`config.mk`:
```
export PLATFORM = sky130hd
export DESIGN_NAME = td4_datapath
export DESIGN_NICKNAME = d
export VERILOG_FILES = /design/src/rtl/td4_pkg.sv /design/src/rtl/td4_step_ctrl.sv /design/src/rtl/td4_datapath.sv
export SDC_FILE = /design/constraint.sdc
export NUM_CORES = 1
export LEC_CHECK = 0
export CAP_MARGIN = 20
export CORE_ASPECT_RATIO = 0.7
export CORE_MARGIN = 2
export CORE_UTILIZATION = 40
export CTS_CLUSTER_DIAMETER = 120
export DETAILED_ROUTE_END_ITERATION = 10
export MAX_ROUTING_LAYER = met4
export PLACE_DENSITY = 0.77
export SYNTH_ARGS = -nofsm -noshare
export SYNTH_HDL_FRONTEND = slang
export SYNTH_HIERARCHICAL = 1
export SYNTH_SLANG_ARGS = --single-unit
```
`constraint.sdc`:
```
create_clock -name clk -period 1.85 [get_ports clk]
set_input_delay 0.37 -clock clk [delete_from_list [all_inputs] [get_ports clk]]
set_output_delay 0.37 -clock clk [all_outputs]
set_load 0.01 [all_outputs]
```
`src/rtl/td4_pkg.sv`:
```
// Shared TD4 definitions: width, ALU mux selects, opcodes shared with the decoder,
// and the step-controller state encoding.
package td4_pkg;

    // Native TD4 data/address width.
    localparam int TD4_W = 4;

    localparam logic [1:0] SEL_A    = 2'b00;
    localparam logic [1:0] SEL_B    = 2'b01;
    localparam logic [1:0] SEL_IN   = 2'b10;
    localparam logic [1:0] SEL_ZERO = 2'b11;

    typedef enum logic [3:0] {
        OP_ADD_A_IM = 4'b0000,
        OP_MOV_A_B  = 4'b0001,
        OP_IN_A     = 4'b0010,
        OP_MOV_A_IM = 4'b0011,
        OP_MOV_B_A  = 4'b0100,
        OP_ADD_B_IM = 4'b0101,
        OP_IN_B     = 4'b0110,
        OP_MOV_B_IM = 4'b0111,
        OP_OUT_B    = 4'b1001,
        OP_OUT_IM   = 4'b1011,
        OP_JNC_IM   = 4'b1110,
        OP_JMP_IM   = 4'b1111
    } opcode_t;

    typedef enum logic [1:0] {
        ST_IDLE     = 2'b00,
        ST_ARM      = 2'b01,
        ST_WAIT_REL = 2'b10
    } step_state_t;

endpackage

```
`src/rtl/td4_step_ctrl.sv`:
```
// Run/single-step controller: synchronises run and step_req, debounces the step
// button and produces the per-instruction execute strobe.
module td4_step_ctrl
    import td4_pkg::*;
#(
    parameter int DEBOUNCE_CYCLES = 4
) (
    input  logic clk,
    input  logic rst,
    input  logic run,
    input  logic step_req,
    output logic exec
);

    localparam int CNT_W = (DEBOUNCE_CYCLES > 1) ? $clog2(DEBOUNCE_CYCLES) : 1;
    localparam logic [CNT_W-1:0] CNT_LAST = CNT_W'(DEBOUNCE_CYCLES - 1);
    localparam logic [CNT_W-1:0] CNT_ONE  = CNT_W'(1);

    logic run_p0, run_p1;
    logic step_p0, step_p1;
    step_state_t state, state_nxt;
    logic [CNT_W-1:0] cnt, cnt_nxt;

    // Synchroniser stages p0/p1 and the FSM/counter registers.
    always_ff @(posedge clk or posedge rst) begin
        if (rst) begin
            run_p0  <= 1'b0;
            run_p1  <= 1'b0;
            step_p0 <= 1'b0;
            step_p1 <= 1'b0;
            state   <= ST_IDLE;
            cnt     <= '0;
        end else begin
            run_p0  <= run;
            run_p1  <= run_p0;
            step_p0 <= step_req;
            step_p1 <= step_p0;
            state   <= state_nxt;
            cnt     <= cnt_nxt;
        end
    end

    // The one counter serves both press debounce (IDLE) and release debounce (WAIT_REL).
    always_comb begin
        state_nxt = state;
        cnt_nxt   = cnt;
        unique case (state)
            ST_IDLE: begin
                if (!step_p1) begin
                    cnt_nxt = '0;
                end else if (cnt == CNT_LAST) begin
                    state_nxt = ST_ARM;
                    cnt_nxt   = '0;
                end else begin
                    cnt_nxt = cnt + CNT_ONE;
                end
            end
            ST_ARM: begin
                state_nxt = ST_WAIT_REL;
                cnt_nxt   = '0;
            end
            ST_WAIT_REL: begin
                if (step_p1) begin
                    cnt_nxt = '0;
                end else if (cnt == CNT_LAST) begin
                    state_nxt = ST_IDLE;
                    cnt_nxt   = '0;
                end else begin
                    cnt_nxt = cnt + CNT_ONE;
                end
            end
            default: begin
                state_nxt = ST_IDLE;
                cnt_nxt   = '0;
            end
        endcase
    end

    assign exec = run_p1 | (state == ST_ARM);

endmodule

```
`src/rtl/td4_datapath.sv`:
```
// TD4 execution stage: A/B/OUT/PC registers, carry flag, ALU mux and adder.
// Optional jump-to-self halt detection is enabled by defining TD4_HALT_DETECT_EN.
module td4_datapath
    import td4_pkg::*;
#(
    parameter int W               = TD4_W,
    parameter int DEBOUNCE_CYCLES = 4
) (
    input  logic         clk,
    input  logic         rst,
    input  logic [W-1:0] imm,
    input  logic [1:0]   mux_sel,
    input  logic         load_a_n,
    input  logic         load_b_n,
    input  logic         load_out_n,
    input  logic         load_pc_n,
    input  logic [W-1:0] in_port,
    input  logic         run,
    input  logic         step_req,
    output logic [W-1:0] pc,
    output logic         flag_c,
    output logic [W-1:0] out_port,
    output logic [W-1:0] reg_a,
    output logic [W-1:0] reg_b,
`ifdef TD4_HALT_DETECT_EN
    output logic         halted,
`endif
    output logic         exec
);

    function automatic logic [W:0] add_carry(input logic [W-1:0] x, input logic [W-1:0] y);
        return {1'b0, x} + {1'b0, y};
    endfunction

    logic [W-1:0] mux_out;
    logic [W-1:0] sum;
    logic         cout;
    logic         step_exec;

    always_comb begin
        mux_out = '0;
        unique case (mux_sel)
            SEL_A:    mux_out = reg_a;
            SEL_B:    mux_out = reg_b;
            SEL_IN:   mux_out = in_port;
            SEL_ZERO: mux_out = '0;
            default:  mux_out = '0;
        endcase
    end

    assign {cout, sum} = add_carry(mux_out, imm);

    td4_step_ctrl #(
        .DEBOUNCE_CYCLES(DEBOUNCE_CYCLES)
    ) u_step_ctrl (
        .clk      (clk),
        .rst      (rst),
        .run      (run),
        .step_req (step_req),
        .exec     (step_exec)
    );

`ifdef TD4_HALT_DETECT_EN
    // A taken jump to its own address can never make progress, so freeze the core.
    always_ff @(posedge clk or posedge rst) begin
        if (rst) begin
            halted <= 1'b0;
        end else if (exec && !load_pc_n && (sum == pc)) begin
            halted <= 1'b1;
        end
    end

    assign exec = step_exec & ~halted;
`else
    assign exec = step_exec;
`endif

    always_ff @(posedge clk or posedge rst) begin
        if (rst) begin
            reg_a    <= '0;
            reg_b    <= '0;
            out_port <= '0;
            pc       <= '0;
            flag_c   <= 1'b0;
        end else if (exec) begin
            if (!load_a_n)   reg_a    <= sum;
            if (!load_b_n)   reg_b    <= sum;
            if (!load_out_n) out_port <= sum;
            pc     <= load_pc_n ? pc + W'(1) : sum;
            flag_c <= cout;
        end
    end

endmodule
```
==> results.cfg <==
[run_status]
status = finished, final reports clean

[synth]
syn_inst = 119
avgSynthCellArea_um2 = 10.9
synth_fa_ha_area_share_pct = 8.29
synth_enable_flop_cells = 0
synth_nets = 145
synth_cell_types = 32
synth-compound-area-share_pct = 10.8
yosysTopAreaCell = dfrtp_1
synth_warnings = 6
yosysMostFrequentCell = dfrtp_1
synth.area.top_cells = dfrtp_1, ha_1, mux2_2
synth_common_cells = dfrtp_1, nand2_1, o21ai_0, ha_1, mux2_2
synth_ff_type = dfrtp_1
synth_top_area_share_pct = 48.2
syn-cell-area_um2 = 1300
synth_top_family_by_area = simple AND/OR/NAND/NOR gates
synth_xor_area_share_pct = 1.35
muxShareOfSynthArea_pct = 10.7
ys_ff_latch = 25
ys_seq_area_share_pct = 48.2
async_reset_ff_share_pct = 100
synthSimpleGateAreaFrac_pct = 17.4

[setup_path]
cp_max_fo = 4
required_ns = 2.01
reg2reg_depth = 6
end_kind = flop
crit_type = in -> reg
r2r_end = pc[3]$_DFFE_PP0P_
cpPeakStageDelay_ns = 0.49
crit_path_start_kind = input pin
crit_family = adder cells
cpMaxStageDelayCell = fa_2
path_buf_inv = 1
regToRegSetupSlack_ns = 0.08
cp.arrival_ns = 1.96
crit_chain = clkdlybuf4s50_1 > nand2_1 > o21ai_1 > ha_2 > fa_2 > mux2_2
regToRegStartpoint = reg_b[2]$_DFFE_PP0P_

[floorplan]
pin_count = 36
dieWidth_um = 72.1
die_area_um2 = 3730
die_y_um = 51.7
row_count = 17
floorplan.core_area_um2 = 3130
initial_core_util_pct = 41.5

[routing]
routedWlPerCell_um = 15.3
drc = 0
vias = 1102
drt-initial-drc-count = 87
first_pass_iters = 4
wirelength_um = 3220
antenna_left = 0
via_per_inst = 5.25

[clocking]
cts_hold_buf = 0
htree_levels = 1
cts_tree = done
clk_pin_slew_ns = 0.09
clk_path_buf_depth = 2
clk_latency_ns = 0.27
clock-sinks = 25
numCtsBuffers = 3
cts_root_buffer = clkbuf_8

[final_layout]
final_area_um2 = 1950
drive_above_1_share_pct = 27.3
synthToLayoutAreaGrowth_pct = 50.3
final_cells = 210
antenna_cells = 0
layout.nets = 199
final_util_pct = 62.4

[sta]
finalHoldViolCount = 0
setup_viol = 0
postLayoutSetupSlackWorst_ns = 0.0519
drv_slew = 0
fin_skew_ns = 0.00466
clock.fmax_ghz = 0.556
fin_crit_ns = 1.80
fin_crit_sh_pct = 97.2
worst_pin_slew_ns = 0.338
slew_headroom_pct = 77.4
grt_setup_unrepaired = true

[placement]
post-place-ws_ns = -0.734
dp.final_hpwl_um = 2500
dpl_cell_area_um2 = 1810
placedCellCount = 203
port_buffers = 35
gp_congestion = 0.848

[power_and_ir_drop]
p_per_area_nw_per_um2 = 1270
ir_worst_vdd_mv = 0.762
p_total_mw = 2.48
leakage_nw = 0.855

[grt]
grt_usage_pct = 18.1
grt-ovfl-total = 0
grt_start_max_net_pins = 18
grt_pass1_wl_um = 4950
antenna_found_initial = 0
grt_pass1_vias = 1056

[hold_path]
hold_depth = 0
min_from = u_step_ctrl/step_p0$_DFF_PP0_
hold_class = reg -> reg
hold_path_end = u_step_ctrl/step_p1$_DFF_PP0_

[flow_run]
max-cap-violations = 0
cell usage in the layout (no fill, tap or decap), types with 2 or more instances in the layout:
cell             count
clkdlybuf4s50_1     32
dfrtp_1             25
buf_4               17
nand2_1             12
mux2_2               7
nand2b_1             6
inv_1                4
o21ai_0              4
nor2b_1              4
nand3_1              4
mux2i_1              4
o21ai_1              3
a211o_1              3
nand4_1              3
nor2_1               3
a21oi_1              3
o21ai_2              3
ha_1                 3
ha_4                 3
clkbuf_8             3
nand3b_1             2
mux2i_2              2
dlygate4sd2_1        2
nor3_1               2
sequential cells by signal, summed over array words and instances (netlist names):
| register | cells |
|---|---|
| flag_c | 1 |
| u_step_ctrl/step_p0 | 1 |
| u_step_ctrl/step_p1 | 1 |
| reg_b | 4 |
| u_step_ctrl/state | 2 |
| u_step_ctrl/cnt | 2 |
| reg_a | 4 |
| u_step_ctrl/run_p0 | 1 |
| u_step_ctrl/run_p1 | 1 |
| pc | 4 |
| out_port | 4 |
per-stage QoR:
step | setup TNS [ns] | hold WS (ns)
after floorplan | -0.156 | 0.186
after global placement | -8.08 | 0.331
after detailed placement | -9.49 | 0.336
after CTS | -0.0153 | 0.358
after global routing | -0.0232 | 0.360
final | 0 | 0.355
metal layers:
metal	GRT usage (%)	share of wire, %
met1	22.1	44
met2	30.7	50
met3	5.04	5.1
met4	3.46	0.43
met5	-	0
final cells by class:
cell class	instances	area [um2]
clock inverter	1	8.76
tap	38	47.5
clock buffer	3	41.3
timing repair buffer	53	482
fill	259	1170
inverter	4	15.0
sequential	25	626
multi-input combinational	86	732
power breakdown:
group          internal [mW]  switching, mW
Combinational          0.735          0.505
Sequential             0.741          0.163
Clock                  0.158          0.179
Total                   1.63          0.846
cells by family (layout without fill, tap and decap cells):
kind of cell | count (synthesis) | count (layout)
multiplexers | 13 | 13
adder cells (fa/ha/maj) | 8 | 8
XOR/XNOR | 2 | 2
flip-flops | 25 | 25
AO/OA/AOI/OAI | 22 | 22
AND/OR/NAND/NOR | 41 | 41
buffers and inverters | 8 | 61
worst max-delay path by stage:
stage,cells past startpoint,end,slack (ns),start
6_report,6,reg_a[1]$_DFFE_PP0P_,0.05,in_port[0]
5_1_grt,6,pc[3]$_DFFE_PP0P_,-0.02,reg_a[3]$_DFFE_PP0P_
4_1_cts,6,pc[3]$_DFFE_PP0P_,-0.02,reg_b[2]$_DFFE_PP0P_
3_5_place_dp,8,pc[3]$_DFFE_PP0P_,-0.73,mux_sel[0]
3_3_place_gp,8,pc[3]$_DFFE_PP0P_,-0.61,mux_sel[0]
2_1_floorplan,8,pc[3]$_DFFE_PP0P_,-0.09,mux_sel[0]
what timing repair did:
item                       in CTS  in global routing
resized for setup              16                  6
setup endpoints to repair      15                  3
setup buffers                   2                  1
pin swaps                       9                  9
Power figures use the tool's default switching activity.
